[src/rtl/train_pkg.sv]
// rtl/train_pkg.sv - shared state encoding, data width and training-mode codes for the training sequencer
package train_pkg;

    typedef enum logic [3:0] {
        S_IDLE,
        S_LOAD,
        S_EVAL,
        S_COMMIT,
        S_UPDATE,
        S_WASTE,
        S_CHECK,
        S_REPLAY,
        S_DONE
    } state_t;

    localparam int DEF_BIT_WIDTH  = 32;
    localparam int DEF_EXTRA_BITS = 2;

    function automatic int data_width(input int bit_width, input int extra_bits);
        return bit_width + extra_bits;
    endfunction

    localparam int DEF_DW = data_width(DEF_BIT_WIDTH, DEF_EXTRA_BITS);

    localparam logic MODE_MANHATTAN = 1'b1;
    localparam logic MODE_ADAM      = 1'b0;

endpackage

[src/rtl/burst_counter.sv]
// rtl/burst_counter.sv - loadable down-counter that holds at zero and flags terminal count
module burst_counter #(
    parameter int WIDTH = 4
) (
    input  logic             clk,
    input  logic             resetn,
    input  logic             load,
    input  logic [WIDTH-1:0] load_value,
    input  logic             en,
    output logic             tc
);

    logic [WIDTH-1:0] count;

    always_ff @(posedge clk) begin
        if (!resetn) begin
            count <= '0;
        end else if (load) begin
            count <= load_value;
        end else if (en && count != '0) begin
            count <= count - 1'b1;
        end
    end

    assign tc = (count == '0);

endmodule

[src/rtl/training_sequencer.sv]
// rtl/training_sequencer.sv - training loop sequencer: ROM load, eval, best tracking, update, replay
// TRAIN_SEQ_ADAM_EN enables the Adam phase after the Manhattan iteration limit.
module training_sequencer
    import train_pkg::*;
#(
    parameter int BIT_WIDTH     = DEF_BIT_WIDTH,
    parameter int EXTRA_BITS    = DEF_EXTRA_BITS,
    parameter int NUM_UNKNOWNS  = 2,
    parameter int EXTRA_CYCLES  = 3,
    parameter int EVAL_TIMEOUT  = 64,
    parameter int MAX_ITER_MAN  = 256,
    parameter int MAX_ITER_ADAM = 256,
    parameter int ITER_W        = 16
) (
    input  logic                                         CLK,
    input  logic                                         RESET,
    input  logic                                         START,
    input  logic [data_width(BIT_WIDTH, EXTRA_BITS)-1:0] ERROR_IN,
    input  logic                                         ERROR_VALID,
    input  logic [data_width(BIT_WIDTH, EXTRA_BITS)-1:0] ERROR_THRESHOLD,
    output logic                                         INITIAL_ROM_READ,
    output logic                                         OLD_WEIGHT_RD,
    output logic                                         WRITE_TRAINING,
    output logic                                         BEST_WR_EN,
    output logic                                         STALL,
    output logic                                         FINISHED,
    output logic                                         TRAINING_MODE,
    output logic                                         TRAINING_DONE,
    output logic                                         ERR_TIMEOUT,
    output logic [data_width(BIT_WIDTH, EXTRA_BITS)-1:0] BEST_ERROR,
    output logic [ITER_W-1:0]                            ITER_COUNT
);

    localparam int DW = data_width(BIT_WIDTH, EXTRA_BITS);
    localparam int BW = $clog2(NUM_UNKNOWNS) + 1;
    localparam int XW = $clog2(EXTRA_CYCLES) + 1;
    localparam int TW = $clog2(EVAL_TIMEOUT) + 1;

    state_t            state_q;
    state_t            state_d;
    logic [DW-1:0]     threshold_q;
    logic [DW-1:0]     best_q;
    logic [ITER_W-1:0] iter_q;
    logic [ITER_W-1:0] cur_limit;
    logic              mode_q;
    logic              timeout_q;

    logic run_start;
    logic best_upd;
    logic timeout_set;
    logic iter_inc;
    logic mode_switch;
    logic entering;
    logic burst_tc;
    logic waste_tc;
    logic wdog_tc;

    // mode_q is constant Manhattan when the Adam phase is compiled out
    assign cur_limit = (mode_q == MODE_MANHATTAN) ? ITER_W'(MAX_ITER_MAN) : ITER_W'(MAX_ITER_ADAM);
    assign entering  = (state_d != state_q);

    burst_counter #(.WIDTH(BW)) u_burst (
        .clk        (CLK),
        .resetn     (RESET),
        .load       (entering && (state_d inside {S_LOAD, S_COMMIT, S_UPDATE, S_REPLAY})),
        .load_value (BW'(NUM_UNKNOWNS - 1)),
        .en         (state_q inside {S_LOAD, S_COMMIT, S_UPDATE, S_REPLAY}),
        .tc         (burst_tc)
    );

    burst_counter #(.WIDTH(XW)) u_waste (
        .clk        (CLK),
        .resetn     (RESET),
        .load       (entering && state_d == S_WASTE),
        .load_value (XW'(EXTRA_CYCLES - 1)),
        .en         (state_q == S_WASTE),
        .tc         (waste_tc)
    );

    burst_counter #(.WIDTH(TW)) u_wdog (
        .clk        (CLK),
        .resetn     (RESET),
        .load       (entering && state_d == S_EVAL),
        .load_value (TW'(EVAL_TIMEOUT - 1)),
        .en         (state_q == S_EVAL),
        .tc         (wdog_tc)
    );

    always_comb begin
        state_d     = state_q;
        run_start   = 1'b0;
        best_upd    = 1'b0;
        timeout_set = 1'b0;
        iter_inc    = 1'b0;
        mode_switch = 1'b0;
        case (state_q)
            S_IDLE, S_DONE: begin
                if (START) begin
                    run_start = 1'b1;
                    state_d   = S_LOAD;
                end
            end
            S_LOAD:   if (burst_tc) state_d = S_EVAL;
            S_EVAL: begin
                // a valid error in the last watchdog cycle still counts
                if (ERROR_VALID) begin
                    if (ERROR_IN < best_q) begin
                        best_upd = 1'b1;
                        state_d  = S_COMMIT;
                    end else begin
                        state_d = S_UPDATE;
                    end
                end else if (wdog_tc) begin
                    timeout_set = 1'b1;
                    state_d     = S_DONE;
                end
            end
            S_COMMIT: if (burst_tc) state_d = S_UPDATE;
            S_UPDATE: if (burst_tc) state_d = S_WASTE;
            S_WASTE: begin
                if (waste_tc) begin
                    iter_inc = 1'b1;
                    state_d  = S_CHECK;
                end
            end
            S_CHECK: begin
                if (best_q <= threshold_q) begin
                    state_d = S_REPLAY;
                end else if (iter_q >= cur_limit) begin
`ifdef TRAIN_SEQ_ADAM_EN
                    if (mode_q == MODE_MANHATTAN) begin
                        mode_switch = 1'b1;
                        state_d     = S_EVAL;
                    end else begin
                        state_d = S_REPLAY;
                    end
`else
                    state_d = S_REPLAY;
`endif
                end else begin
                    state_d = S_EVAL;
                end
            end
            S_REPLAY: if (burst_tc) state_d = S_DONE;
            default:  state_d = S_IDLE;
        endcase
    end

    always_ff @(posedge CLK) begin
        if (!RESET) begin
            state_q          <= S_IDLE;
            threshold_q      <= '0;
            best_q           <= '1;
            iter_q           <= '0;
            mode_q           <= MODE_MANHATTAN;
            timeout_q        <= 1'b0;
            INITIAL_ROM_READ <= 1'b0;
            OLD_WEIGHT_RD    <= 1'b0;
            WRITE_TRAINING   <= 1'b0;
            BEST_WR_EN       <= 1'b0;
            STALL            <= 1'b0;
            FINISHED         <= 1'b0;
            TRAINING_DONE    <= 1'b0;
        end else begin
            state_q <= state_d;
            if (run_start) begin
                threshold_q <= ERROR_THRESHOLD;
                best_q      <= '1;
                iter_q      <= '0;
                mode_q      <= MODE_MANHATTAN;
                timeout_q   <= 1'b0;
            end else begin
                if (best_upd)    best_q    <= ERROR_IN;
                if (timeout_set) timeout_q <= 1'b1;
                if (mode_switch) begin
                    mode_q <= MODE_ADAM;
                    iter_q <= '0;
                end else if (iter_inc && iter_q != '1) begin
                    iter_q <= iter_q + 1'b1;
                end
            end
            // strobes decode the state being entered so they line up with it
            INITIAL_ROM_READ <= (state_d == S_LOAD);
            OLD_WEIGHT_RD    <= (state_d == S_UPDATE);
            WRITE_TRAINING   <= (state_d == S_UPDATE);
            BEST_WR_EN       <= (state_d == S_COMMIT);
            STALL            <= (state_d == S_EVAL) || (state_d == S_WASTE);
            FINISHED         <= (state_d == S_REPLAY);
            TRAINING_DONE    <= (state_d == S_DONE);
        end
    end

    assign TRAINING_MODE = mode_q;
    assign ERR_TIMEOUT   = timeout_q;
    assign BEST_ERROR    = best_q;
    assign ITER_COUNT    = iter_q;

endmodule

[config.mk]
export PLATFORM = sky130hd
export DESIGN_NAME = training_sequencer
export DESIGN_NICKNAME = d
export VERILOG_FILES = /design/src/rtl/train_pkg.sv /design/src/rtl/burst_counter.sv /design/src/rtl/training_sequencer.sv
export SDC_FILE = /design/constraint.sdc
export NUM_CORES = 1
export LEC_CHECK = 0
export ABC_AREA = 1
export ABC_CLOCK_PERIOD_IN_PS = 4600
export CORE_UTILIZATION = 34
export DETAILED_ROUTE_END_ITERATION = 8
export PLACE_DENSITY = 0.54
export SLEW_MARGIN = 20
export SYNTH_ARGS = -nofsm -noshare
export SYNTH_HDL_FRONTEND = slang
export SYNTH_HIERARCHICAL = 1
export SYNTH_SLANG_ARGS = --single-unit
[constraint.sdc]
create_clock -name CLK -period 4.6 [get_ports CLK]
set_input_delay 1.15 -clock CLK [delete_from_list [all_inputs] [get_ports CLK]]
set_output_delay 1.15 -clock CLK [all_outputs]
set_load 0.02 [all_outputs]
# Word-level counts from Yosys, hierarchy flattened
# Index checks and enable logic that the tools add are counted.
[word_totals] reg_bits=107 in_bits=72 output_inout_bits=59 wordCells=95
[op_classes] addsub=4 order_cmp=3 eq_ne=17 n_mux=28 bitwise_logic=1 n_reduce_logical=25
[ops] cell="34-bit less-or-equal comparator" count=1
[ops] cell="34-bit less-than comparator" count=1
[ops] cell="4-bit two-way mux" count=8
[ops] cell="4-bit case mux with 8 select lines" count=1
[ops] cell="4-bit by 3-bit equality test with 1-bit output, second input constant" count=7
[ops] cell="16-bit by 1-bit adder with 16-bit output, second input constant" count=1
[ops] cell="4-bit by 2-bit equality test with 1-bit output, second input constant" count=4
[ops] cell="16-bit by 9-bit >= comparator with 1-bit output, second input constant" count=1
[ops] cell="16-bit != test, second input constant" count=1
[ops] cell="1-bit two-way mux" count=12
[ops] cell="6-bit two-way mux" count=2
[ops] cell="2-bit OR reduction" count=5
[ops] cell="3-bit two-way mux" count=3
[ops] cell="4-bit by 1-bit equality test with 1-bit output, second input constant" count=2
[ops] cell="4-bit equality test, second input constant" count=2
[ops] cell="2-bit nonzero test" count=4
[ops] cell="4-bit nonzero test" count=2
[ops] cell="1-bit logical AND" count=7
[ops] cell="7-bit logical NOT" count=1
[ops] cell="7-bit nonzero test" count=1
[ops] cell="7-bit by 1-bit subtractor with 7-bit output, second input constant" count=1
[ops] cell="4-bit logical NOT" count=1
[ops] cell="2-bit two-way mux" count=2
[ops] cell="4-bit != test" count=1
[ops] cell="other kinds (7)" count=7

# Logic depth before layout (Yosys ltp)
# Gate-level depths: netlist of the first run.
[depth] depth_word=8 depth_mapped=26 mapped_depth_nobuf=26

# Cells and area by module
# Netlist of the first run, hierarchy kept.
[modules_own_cells] module="training_sequencer" n_inst=1 cells_each=779 area_per_inst_um2=5612.9 seq_area_each_um2=1901.8
[modules_own_cells] module="burst_counter (u_wdog)" n_inst=1 cells_each=92 area_per_inst_um2=530.5 seq_area_each_um2=140.1
[modules_own_cells] module="burst_counter (u_waste)" n_inst=1 cells_each=33 area_per_inst_um2=197.7 seq_area_each_um2=60.1
[modules_own_cells] module="burst_counter (u_burst)" n_inst=1 cells_each=24 area_per_inst_um2=136.4 seq_area_each_um2=40.0

# Worst setup path after synthesis of the first run
# OpenSTA, ideal clock, no wires.
[synth_path] path_type="input-to-reg" startpoint="input ERROR_IN[33]" endpoint="register u_wdog.count[6]" setup_ns=0.113 arrival_time_ns=3.151 required_ns=4.487 path_slack_ns=1.336 cell_stages=19 n_path_buf=1 cell_sequence="ha_1 > nand2_1 > nor2_1 > a21boi_0 > nor2_1 > nand2_1 > nor2_1 > nand2_1 > a21boi_2 > nand2_1 > nor2_1 > nand2_1 > nor2_1 > inv_1 > buf_4 > nor2_1 > nor2_1 > nand2_1 > nor2_1"
[synth_via] elab_chain_cells=7 elab_cells_between_ends=8 classes_between="order compare (1); eq/ne (2); mux (3); reduce/logical (2)"
[synth_lines] element="from (decl)" line_no="training_sequencer.sv:18" rtl="input logic [data_width(BIT_WIDTH, EXTRA_BITS)-1:0] ERROR_IN,"
[synth_lines] element="34-bit less-than comparator *" line_no="training_sequencer.sv:107" rtl="if (ERROR_IN < best_q) begin"
[synth_lines] element="3-bit two-way mux *" line_no="training_sequencer.sv:107"
[synth_lines] element="4-bit two-way mux *" line_no="training_sequencer.sv:106" rtl="if (ERROR_VALID) begin"
[synth_lines] element="4-bit case mux with 8 select lines *" line_no="training_sequencer.sv:96" rtl="case (state_q)"
[synth_lines] element="4-bit != test / 4-bit by 2-bit equality test with 1-bit output (equally long branches)" line_no="training_sequencer.sv:60, training_sequencer.sv:83"
[synth_lines] element="1-bit logical AND *" line_no="training_sequencer.sv:83" rtl=".load (entering && state_d == S_EVAL),"
[synth_lines] element="2-bit OR reduction (no line) *"
[synth_lines] element="to (signal assigned)" line_no="burst_counter.sv:19" rtl="count <= load_value;"
[synth_lines] element="to (signal assigned)" line_no="burst_counter.sv:21" rtl="count <= count - 1'b1;"
[synth_lines] element="to (decl)" line_no="burst_counter.sv:13" rtl="logic [WIDTH-1:0] count;"
# Every way passes the cells marked *; elsewhere a longest branch is shown, timed or not.
# A chain may end at the register's enable or synchronous reset.

# Final worst setup path of the first run
[layout_path] startpoint="input ERROR_IN[29]" endpoint="register u_wdog.count[3]"
[layout_via] elab_chain_cells=7 elab_cells_between_ends=9 classes_between="order compare (1); eq/ne (2); mux (4); reduce/logical (2)"
[layout_lines] element="34-bit less-than comparator *" line_no="training_sequencer.sv:107"
[layout_lines] element="3-bit two-way mux *" line_no="training_sequencer.sv:107"
[layout_lines] element="4-bit two-way mux *" line_no="training_sequencer.sv:106"
[layout_lines] element="4-bit case mux with 8 select lines *" line_no="training_sequencer.sv:96"
[layout_lines] element="4-bit != test / 4-bit by 2-bit equality test with 1-bit output (equally long branches)" line_no="training_sequencer.sv:60, training_sequencer.sv:83"
[layout_lines] element="1-bit logical AND *" line_no="training_sequencer.sv:83"
[layout_lines] element="6-bit two-way mux / 2-bit nonzero test (equally long branches)"
# Marked as above.

==> results of run 1 <==
-- per-layer routing --
layer	wire, um	share of wire	track usage
met3	653	0.039	0.0304
met5	0	0	0
met4	235	0.014	0.0561
met2	7330	0.44	0.282
met1	8310	0.50	0.234
-- sequential cells by signal (all words and copies together) (netlist names) --
name	cells
BEST_ERROR	34
threshold_q	34
ITER_COUNT	16
u_wdog/count	7
state_q	4
u_waste/count	3
u_burst/count	2
BEST_WR_EN	1
ERR_TIMEOUT	1
FINISHED	1
INITIAL_ROM_READ	1
STALL	1
TRAINING_DONE	1
WRITE_TRAINING	1
-- cells by family after synthesis --
group / Yosys count / share of synthesized area
AOI/OAI and AO/OA: 174 / 0.153
buffers and inverters: 195 / 0.118
xor gates and xnor gates: 1 / 0.00135
and+or+nand+nor: 376 / 0.254
adders and majority gates: 73 / 0.141
DFF: 107 / 0.331
other: 2 / 0.00116
-- power breakdown --
| group | leakage (nW) | internal, mW | total [mW] | switching, mW |
|---|---|---|---|---|
| clock | 0.145 | 0.452 | 0.808 | 0.356 |
| sequential | 0.874 | 1.04 | 1.11 | 0.0643 |
| combinational | 2.92 | 0.420 | 1.09 | 0.665 |
-- tightest hold or removal path: cells and delay by family, from the launching register on --
kind                   cells  cell delay (ps)
DFF                        1              320
buffers and inverters      1               50
AOI/OAI and AO/OA          1               50
-- area by class of cell --
class                   instances  area (sq um)
clock buffers                  12           256
clock inverters                 3          46.3
fillers                      1943         10400
inverters                     169           634
multi-input cells             637          3610
flip-flops and latches        107          2140
well taps                     234           293
repair buffers                136          1340
-- path summary, 6_finish.rpt --
kind	startpoint	end	slack [ps]	cells past startpoint
max	ERROR_IN[29]	u_wdog/count[3]	760	20
min	threshold_q[0]	threshold_q[0]	450	2
max reg2reg	BEST_ERROR[33]	u_wdog/count[3]	1560	19
min reg2reg	threshold_q[0]	threshold_q[0]	450	2
-- cells in the final DEF (no fill, tap or decap), types with 4 or more instances in the layout --
cell | Yosys | routed
sky130_fd_sc_hd__nand2_1 | 197 | 197
sky130_fd_sc_hd__inv_1 | 159 | 159
sky130_fd_sc_hd__clkdlybuf4s50_1 | 0 | 129
sky130_fd_sc_hd__dfxtp_1 | 107 | 107
sky130_fd_sc_hd__nor2_1 | 87 | 87
sky130_fd_sc_hd__a21oi_1 | 79 | 79
sky130_fd_sc_hd__ha_1 | 73 | 73
sky130_fd_sc_hd__o21ai_0 | 47 | 47
sky130_fd_sc_hd__nand3_1 | 33 | 33
sky130_fd_sc_hd__o211ai_1 | 33 | 33
sky130_fd_sc_hd__nor3_1 | 13 | 13
sky130_fd_sc_hd__conb_1 | 2 | 13
sky130_fd_sc_hd__inv_2 | 10 | 10
sky130_fd_sc_hd__nor2_2 | 10 | 10
sky130_fd_sc_hd__clkbuf_16 | 0 | 9
sky130_fd_sc_hd__nand4_1 | 8 | 8
sky130_fd_sc_hd__buf_4 | 5 | 7
sky130_fd_sc_hd__nand2_2 | 6 | 6
sky130_fd_sc_hd__nor2_4 | 4 | 4
sky130_fd_sc_hd__a21o_1 | 4 | 4
sky130_fd_sc_hd__nor4_1 | 4 | 4
-- stage by stage --
| step | worst slack [ps] | total power, mW |
|---|---|---|
| CTS | 763 | 3.05 |
| detailed placement | 394 | 2.23 |
| global placement | 435 | 2.22 |
| global route | 395 | 3.26 |
| finish | 762 | 3.00 |
| floorplan | 1340 | 1.92 |
==> results.json, run 1 <==
{
  "tns_ps": 0,
  "core-area_sq_mm": 0.0187,
  "synth.most_common_cell": "sky130_fd_sc_hd__nand2_1",
  "post_synth_main_area_contributors": "sky130_fd_sc_hd__dfxtp_1 (33%), sky130_fd_sc_hd__ha_1 (14%), sky130_fd_sc_hd__nand2_1 (11%)",
  "ir_worst_vdd_mv": 0.191,
  "antenna_cells": 0,
  "critPathRequiredTime_ps": 4840,
  "die_h_um": 140,
  "worst_slew_pin_slew_ps": 790,
  "ys.warnings.count": 6,
  "post_cts_resized": 0,
  "totalWireLength_mm": 16.5,
  "yosys.cell_types.count": 40,
  "gpl.final_weighted_congestion": 0.877,
  "synth_top_cell_area_share": 0.331,
  "endpoint_kind": "register",
  "grt_pass1_wl_mm": 27.1,
  "final-hold-violation-count": 0,
  "postSynthRegisterBits": 107,
  "setup.worst_path.start_class": "input port",
  "rows": 50,
  "min_period_over_period": 0.834,
  "die_area_sq_mm": 0.0196,
  "utilization": 0.445,
  "fin_skew_ps": 8.84,
  "tritoncts.num_buffers": 9,
  "yosysSeqAreaShare": 0.331,
  "place_hpwl_mm": 12.8,
  "timing.critical_path.fanout_max": 16,
  "asyncSetResetFlopFracSynth": 0,
  "critical_path.n_buffers_inverters": 3,
  "grt_max_degree": 70,
  "dominantRegCellSynth": "sky130_fd_sc_hd__dfxtp_1",
  "ys_top_cells_by_count": "sky130_fd_sc_hd__nand2_1 (197), sky130_fd_sc_hd__inv_1 (159), sky130_fd_sc_hd__dfxtp_1 (107)",
  "synth_enable_flop_cells": 0,
  "fin_area_sq_mm": 0.00833,
  "grt_antenna_before_repair": 0,
  "timing_worst_setup_path_type": "input port to register",
  "post_route_worst_hold_slack_ps": 455,
  "dr.pass1.iters": 4,
  "power.static_leakage_nw": 3.94,
  "die_w_um": 140,
  "cts_buffer_depth": 2,
  "layout-drive-gt1-share": 0.0564,
  "netlist_instances": 928,
  "rsz_0062_raised_after_global_routing": "no",
  "synthToLayoutAreaGrowth_pct": 28.5,
  "cts_sinks": 107,
  "netlist_area_sq_mm": 0.00648,
  "critPathMostFrequentCell": "sky130_fd_sc_hd__nand2_1",
  "fin_cells": 1298,
  "global_route.usage.total": 0.174,
  "synth_area_leader_cell": "sky130_fd_sc_hd__dfxtp_1",
  "first_iter_violations": 263,
  "cts_root_buffer": "sky130_fd_sc_hd__clkbuf_16",
  "grt_remaining_overflow": 0,
  "num-nets-final": 1205,
  "pwr_density_cell_mw_per_mm2": 361,
  "vias_post_dr": 5901,
  "drc": 0,
  "crit_chain": "clkdlybuf4s50_1, ha_1, nand2_1, inv_1, nand2_1, a21boi_0, nor2_1, nand2_1, nor2_1, nand2_1, a21boi_2, nand2_1, nor2_1, nand2_1, nor2_1, inv_1, nand3b_1, nand2_1, nor2_1, nor2_1",
  "synthesis.area_per_instance_sq_um": 6.98,
  "critPathArrivalTime_ps": 4080,
  "max-cap-violations": 0,
  "worst_path_dominant_cell_family": "simple AND/OR/NAND/NOR gates",
  "outcome": "complete, no violations",
  "clock_tree.htree_level_count": 3,
  "effective_utilization_at_floorplan": 0.346,
  "maxClockFrequency_ghz": 0.261,
  "timing.critical_path.slowest_cell_delay_ps": 450,
  "timing_max_transition_violations_final": 0,
  "tritoncts": "done",
  "setup_viol": 0,
  "first_global_vias": 5546,
  "clk_latency_ps": 360,
  "cpMaxStageDelayCell": "sky130_fd_sc_hd__clkdlybuf4s50_1",
  "count_of_placed_standard_cells_including_taps": 1283,
  "vias_per_cell": 4.55,
  "port-buffer-count": 129,
  "cts.repair_timing.setup_buffer_count": 0,
  "hold_path.class": "register to register",
  "route.detailed.wl_per_inst_um": 12.7,
  "postCtsHoldBufs": 0,
  "slew_headroom": 0.473,
  "period_needed_ps": 3840,
  "clock_transition_at_the_register_clock_pins_on_the_worst_setup_and_hold_paths_after_cts_ps": 70,
  "placed_area_sq_mm": 0.00802,
  "ioPinCount": 131,
  "route.antenna.remaining_nets": 0
}
Power figures use the tool's default switching activity.
==> inputs of run 2 (changes only) <==
--- a/config.mk
+++ b/config.mk
@@ -6,10 +6,10 @@
 export NUM_CORES = 1
 export LEC_CHECK = 0
 export ABC_AREA = 1
-export ABC_CLOCK_PERIOD_IN_PS = 4600
+export ABC_CLOCK_PERIOD_IN_PS = 3300
 export CORE_UTILIZATION = 34
 export DETAILED_ROUTE_END_ITERATION = 8
-export PLACE_DENSITY = 0.54
+export PLACE_DENSITY = 0.56
 export SLEW_MARGIN = 20
 export SYNTH_ARGS = -nofsm -noshare
 export SYNTH_HDL_FRONTEND = slang
==> constraint.sdc (replaced) <==
create_clock -name CLK -period 3.3 [get_ports CLK]
set_input_delay 0.825 -clock CLK [delete_from_list [all_inputs] [get_ports CLK]]
set_output_delay 0.825 -clock CLK [all_outputs]
set_load 0.02 [all_outputs]
==> results.json, run 2 (same netlist as run 1, synthesis figures left out) <==
{
  "synthToLayoutAreaGrowth_pct": 36.1,
  "footprint_of_the_multi_input_gates_sq_mm": 0.00384,
  "grt_pass1_wl_mm": 27.2,
  "vias_post_dr": 6053,
  "rows": 50,
  "num-nets-final": 1226,
  "first_iter_violations": 226,
  "worst_path_dominant_cell_family": "simple AND/OR/NAND/NOR gates",
  "worst_slew_pin_slew_ps": 626,
  "timing_max_transition_violations_final": 0,
  "setup_viol": 0,
  "totalWireLength_mm": 16.7,
  "grt_antenna_before_repair": 0,
  "layout-drive-gt1-share": 0.115,
  "place_hpwl_mm": 12.8,
  "dr.pass1.iters": 5,
  "grt_max_degree": 70,
  "fillerInstances": 1915,
  "die_h_um": 140,
  "ir_worst_vdd_mv": 0.229,
  "outcome": "complete, no violations",
  "fin_skew_ps": 10.8,
  "critPathArrivalTime_ps": 3380,
  "crit_chain": "clkdlybuf4s50_1, ha_1, nand2_2, nor2_2, a21boi_0, nor2_1, nand2_2, nor2_4, nand3_4, buf_6, nand3_1, nand2_1, inv_2, nand3_2, nor2_2, nor2_2, inv_2, buf_6, nand4_1, nand2_1, nor2_1",
  "layout_common_cells": "sky130_fd_sc_hd__nand2_1 (185), sky130_fd_sc_hd__inv_1 (156), sky130_fd_sc_hd__clkdlybuf4s50_1 (113)",
  "port-buffer-count": 129,
  "first_global_vias": 5525,
  "critPathMostFrequentCell": "sky130_fd_sc_hd__nor2_2",
  "cts_buffer_depth": 2,
  "totalPowerFinal_mw": 4.35,
  "clock_transition_at_the_register_clock_pins_on_the_worst_setup_and_hold_paths_after_cts_ps": 70,
  "core-area_sq_mm": 0.0187,
  "max-cap-violations": 0,
  "drt-met1-wl_mm": 8.44,
  "route.detailed.wl_per_inst_um": 12.6,
  "cpMaxStageDelayCell": "sky130_fd_sc_hd__clkdlybuf4s50_1",
  "drc": 0,
  "critPathRequiredTime_ps": 3550,
  "pwr_density_cell_mw_per_mm2": 494,
  "antenna_cells": 0,
  "most_common_cell_after_layout_fill_and_taps_aside": "sky130_fd_sc_hd__nand2_1",
  "die_area_sq_mm": 0.0196,
  "cts_root_buffer": "sky130_fd_sc_hd__clkbuf_16",
  "min_period_over_period": 0.948,
  "timing_worst_setup_path_type": "input port to register",
  "hold_path.class": "register to register",
  "clock_tree.htree_level_count": 3,
  "setup.worst_path.start_class": "input port",
  "met3_wirelength_um": 708,
  "clk_latency_ps": 360,
  "vias_per_cell": 4.59,
  "fin_cells": 1320,
  "maxClockFrequency_ghz": 0.320,
  "timing.critical_path.slowest_cell_delay_ps": 490,
  "ioPinCount": 131,
  "period_needed_ps": 3130,
  "die_w_um": 140,
  "effective_utilization_at_floorplan": 0.346,
  "tritoncts": "done",
  "slew_headroom": 0.582,
  "utilization": 0.471,
  "endpoint_kind": "register",
  "area_of_all_sequential_standard_cells_sq_mm": 0.00214,
  "count_of_placed_standard_cells_including_taps": 1301,
  "tritoncts.num_buffers": 9,
  "global_route.usage.total": 0.173,
  "timing.critical_path.fanout_max": 8,
  "route.top_layer_used": "met4",
  "route.antenna.remaining_nets": 0,
  "critical_path.n_buffers_inverters": 5,
  "cts_sinks": 107,
  "wl_met2_mm": 7.32,
  "gpl.final_weighted_congestion": 0.855,
  "power.static_leakage_nw": 4.21,
  "final-hold-violation-count": 0,
  "grt_remaining_overflow": 0
}
-- run 2: cell count changes in the layout (fill, tap and decap cells not counted), moves of 9 or more --
cell / previous run / this run
sky130_fd_sc_hd__buf_4: 7 / 22
sky130_fd_sc_hd__clkdlybuf4s50_1: 129 / 113
sky130_fd_sc_hd__dlymetal6s2s_1: 0 / 16
sky130_fd_sc_hd__ha_1: 73 / 63
sky130_fd_sc_hd__ha_4: 0 / 10
sky130_fd_sc_hd__nand2_1: 197 / 185
sky130_fd_sc_hd__nand2_2: 6 / 17
sky130_fd_sc_hd__nor2_1: 87 / 76
sky130_fd_sc_hd__nor2_2: 10 / 19
-- run 2: timing repair --
item | CTS | global route
setup buffers | 0 | 3
pin swaps | 0 | 36
gates resized for setup | 1 | 64
setup endpoints to repair | 4 | 9
hold buffers | 0 | 0
-- run 2: per-stage QoR --
stage	cell area, sq um	setup TNS (ps)	setup WS [ps]	hold WS (ps)
after floorplan	6520	0	361	427
after global placement	8200	-2490	-317	444
after detailed placement	8200	-2950	-384	446
after CTS	8510	0	68.3	458
after global routing	8810	-77.4	-39.4	480
final	8810	0	171	453
-- run 2: cell type report --
cell class                 count  share of cell area
clock inverter                 6             0.00837
clock buffer                  10              0.0271
inverter                     169              0.0720
sequential                   107               0.243
tap                          234              0.0332
timing repair buffer         157               0.180
multi-input combinational    637               0.436
-- run 2: path summary, 6_finish.rpt --
kind / to / start / cells past startpoint / slack (ps)
hold reg to reg: threshold_q[0] / threshold_q[0] / 2 / 450
setup reg to reg: u_wdog/count[2] / u_wdog/count[0] / 20 / 610
hold / removal: threshold_q[0] / threshold_q[0] / 2 / 450
setup / recovery: u_wdog/count[2] / ERROR_IN[32] / 21 / 170
-- run 2: power breakdown --
group          switching, mW  internal, mW  leakage [nW]
clock network          0.521         0.618         0.147
logic                  0.976         0.690          3.19
registers             0.0928          1.46         0.874
total                   1.59          2.76          4.21
-- run 2: worst min-delay path: stages (launching register included) --
cell	delay (ps)
sky130_fd_sc_hd__dfxtp_1	320
sky130_fd_sc_hd__inv_1	50
sky130_fd_sc_hd__a21oi_1	50
-- run 2: layer usage --
layer | vias up | GRT usage
met5 | - | 0
met4 | 0 | 0.0521
met3 | 12 | 0.0328
met2 | 103 | 0.273
met1 | 2656 | 0.240
li1 | 3282 | -
==> inputs of run 3 (changes only) <==
--- a/config.mk
+++ b/config.mk
@@ -6,12 +6,11 @@
 export NUM_CORES = 1
 export LEC_CHECK = 0
 export ABC_AREA = 1
-export ABC_CLOCK_PERIOD_IN_PS = 3300
+export ABC_CLOCK_PERIOD_IN_PS = 3200
 export CORE_UTILIZATION = 34
 export DETAILED_ROUTE_END_ITERATION = 8
-export PLACE_DENSITY = 0.56
+export PLACE_DENSITY = 0.54
 export SLEW_MARGIN = 20
 export SYNTH_ARGS = -nofsm -noshare
 export SYNTH_HDL_FRONTEND = slang
-export SYNTH_HIERARCHICAL = 1
 export SYNTH_SLANG_ARGS = --single-unit
==> constraint.sdc (replaced) <==
create_clock -name CLK -period 3.2 [get_ports CLK]
set_input_delay 0.8 -clock CLK [delete_from_list [all_inputs] [get_ports CLK]]
set_output_delay 0.8 -clock CLK [all_outputs]
set_load 0.02 [all_outputs]
==> results.json, run 3 <==
{
  "outcome": "complete, no violations",
  "slew_headroom": 0.645,
  "clock_tree.htree_level_count": 3,
  "max-cap-violations": 0,
  "fin_skew_ps": 4.47,
  "cts_sinks": 107,
  "critPathArrivalTime_ps": 3220,
  "route.antenna.remaining_nets": 0,
  "fin_cells": 1198,
  "ff2ff_path_depth": 18,
  "setup.worst_path.start_class": "input port",
  "dr.pass1.iters": 7,
  "tns_ps": 0,
  "asyncSetResetFlopFracSynth": 0,
  "cts_root_buffer": "sky130_fd_sc_hd__clkbuf_16",
  "die_area_sq_mm": 0.0186,
  "cts_buffer_depth": 2,
  "maxClockFrequency_ghz": 0.342,
  "pwr_density_cell_mw_per_mm2": 536,
  "layout-drive-gt1-share": 0.0524,
  "post_cts_resized": 0,
  "layout_common_cells": "sky130_fd_sc_hd__nand2_1 (161), sky130_fd_sc_hd__inv_1 (133), sky130_fd_sc_hd__clkdlybuf4s50_1 (129)",
  "most_common_cell_after_layout_fill_and_taps_aside": "sky130_fd_sc_hd__nand2_1",
  "cts.repair_timing.setup_buffer_count": 0,
  "first_global_vias": 5366,
  "rsz_0062_raised_after_global_routing": "no",
  "synthesis.nets": 990,
  "num-nets-final": 1114,
  "worst_slew_pin_slew_ps": 528,
  "grt_remaining_overflow": 0,
  "ioPinCount": 131,
  "netlist_instances": 844,
  "endpoint_kind": "register",
  "final-hold-violation-count": 0,
  "worst_hold_startpoint": "threshold_q[18]",
  "critPathRequiredTime_ps": 3490,
  "effective_utilization_at_floorplan": 0.352,
  "placed_area_sq_mm": 0.00771,
  "dominantRegCellSynth": "sky130_fd_sc_hd__dfxtp_1",
  "route.detailed.wl_per_inst_um": 13.5,
  "post_route_worst_hold_slack_ps": 457,
  "grt_pass1_wl_mm": 26.5,
  "fin_area_sq_mm": 0.00801,
  "r2r-start": "threshold_q[15]",
  "clock_transition_at_the_register_clock_pins_on_the_worst_setup_and_hold_paths_after_cts_ps": 70,
  "synth_enable_flop_cells": 0,
  "timing_max_transition_violations_final": 0,
  "hold_path.class": "register to register",
  "timing.critical_path.fanout_max": 7,
  "synthToLayoutAreaGrowth_pct": 30.3,
  "synth_top_cell_area_share": 0.349,
  "yosys.cell_types.count": 40,
  "reg2reg_setup_slack_ps": 690,
  "min_delay_worst_endpoint": "threshold_q[18]",
  "timing_worst_setup_path_type": "input port to register",
  "min_period_over_period": 0.915,
  "tritoncts": "done",
  "globalRouteMet2Util": 0.304,
  "worstReg2RegEnd": "u_wdog.count[6]",
  "totalWireLength_mm": 16.2,
  "antenna_cells": 0,
  "synthesis.area_per_instance_sq_um": 7.28,
  "netlist_area_sq_mm": 0.00614,
  "power.static_leakage_nw": 3.59,
  "grt_max_degree": 33,
  "count_of_placed_standard_cells_including_taps": 1182,
  "place_hpwl_mm": 12.7,
  "grtUsageMet1": 0.238,
  "core-area_sq_mm": 0.0175,
  "die_h_um": 136,
  "postSynthRegisterBits": 107,
  "die_w_um": 136,
  "postCtsHoldBufs": 0,
  "rows": 48,
  "tritoncts.num_buffers": 9,
  "grt.met3_usage": 0.0433,
  "ys.warnings.count": 0,
  "first_iter_violations": 246,
  "setup_viol": 0,
  "clk_latency_ps": 350,
  "vias_post_dr": 5591,
  "ys_top_cells_by_count": "sky130_fd_sc_hd__nand2_1 (161), sky130_fd_sc_hd__inv_1 (134), sky130_fd_sc_hd__dfxtp_1 (107)",
  "worstHoldPathCells": 2,
  "period_needed_ps": 2930,
  "port-buffer-count": 129,
  "totalPowerFinal_mw": 4.29,
  "grt_antenna_before_repair": 1,
  "global_route.usage.total": 0.184,
  "ir_worst_vdd_mv": 0.265,
  "vias_per_cell": 4.67,
  "synth.most_common_cell": "sky130_fd_sc_hd__nand2_1",
  "drc": 0,
  "post_synth_main_area_contributors": "sky130_fd_sc_hd__dfxtp_1 (35%), sky130_fd_sc_hd__ha_1 (15%), sky130_fd_sc_hd__nand2_1 (9.8%)",
  "yosysSeqAreaShare": 0.349,
  "grt_busiest_layer": "met2",
  "synth_area_leader_cell": "sky130_fd_sc_hd__dfxtp_1",
  "gpl.final_weighted_congestion": 0.847
}
[run 3: changes by cell type after synthesis, sizes merged, moves of 5 or more]
cell | previous run | this run
a21oi | 79 | 87
clkbuf | 15 | 20
inv | 169 | 137
nand2 | 206 | 164
nand3 | 37 | 25
nor2 | 101 | 73
o21ai | 48 | 57
xor2 | 1 | 6
[run 3: how the worst max path moves through the flow]
stage                            start  slack [ps]               to  depth (start not counted)
after floorplan           ERROR_IN[25]         730  u_wdog.count[0]                         16
after global placement    ERROR_IN[33]        -140  u_wdog.count[6]                         17
after detailed placement  ERROR_IN[33]        -110  u_wdog.count[3]                         16
after CTS                 ERROR_IN[33]         250  u_wdog.count[3]                         16
after global routing      ERROR_IN[25]          20  u_wdog.count[6]                         16
final                     ERROR_IN[25]         270  u_wdog.count[6]                         16
[run 3: power breakdown]
group / switching, mW / leakage [nW] / internal [mW] / total [mW]
Sequential: 0.121 / 0.874 / 1.54 / 1.66
Combinational: 0.881 / 2.57 / 0.612 / 1.49
Clock: 0.510 / 0.145 / 0.625 / 1.13
[run 3: final cells by class]
type	count	area (sq um)
clock buffer	11	243
tap	225	282
sequential	107	2140
fill	1794	9470
timing repair buffer	140	1400
multi-input combinational	569	3360
clock inverter	5	52.6
inverter	141	531
[run 3: critical path: stages]
cell and delay [ps]:
sky130_fd_sc_hd__clkdlybuf4s50_1 440, sky130_fd_sc_hd__ha_1 330, sky130_fd_sc_hd__nand2_1 80, sky130_fd_sc_hd__nor2_1 130, sky130_fd_sc_hd__nand4_1 90, sky130_fd_sc_hd__nor3_1 240
sky130_fd_sc_hd__nand2_1 140, sky130_fd_sc_hd__nand3_2 140, sky130_fd_sc_hd__nand2_1 60, sky130_fd_sc_hd__inv_1 90, sky130_fd_sc_hd__nand2_1 80, sky130_fd_sc_hd__nand2_1 60
sky130_fd_sc_hd__nand2_1 100, sky130_fd_sc_hd__o21ai_4 250, sky130_fd_sc_hd__nand2_1 90, sky130_fd_sc_hd__nor2_1 80
[run 3: metal layers]
layer | vias up | part of all wire
li1 | 3003 | -
met1 | 2457 | 0.47
met2 | 109 | 0.46
met3 | 20 | 0.053
met4 | 2 | 0.013
met5 | - | 0.00080
[run 3: kinds of logic (layout without fill, tap and decap cells)]
group | after synthesis | after routing | synth area share
and+or+nand+nor | 303 | 303 | 0.216
buffers and inverters | 168 | 297 | 0.105
adders and majority gates | 74 | 74 | 0.151
AOI/OAI and AO/OA | 181 | 181 | 0.164
other | 1 | 1 | 0.000610
xor gates and xnor gates | 10 | 10 | 0.0143
DFF | 107 | 107 | 0.349
[run 3: per-stage QoR]
stage | utilization | setup WS, ps
global placement | 0.441 | -143
detailed placement | 0.441 | -114
CTS | 0.458 | 246
floorplan | - | 733
global route | 0.458 | 15.9
finish | 0.458 | 272
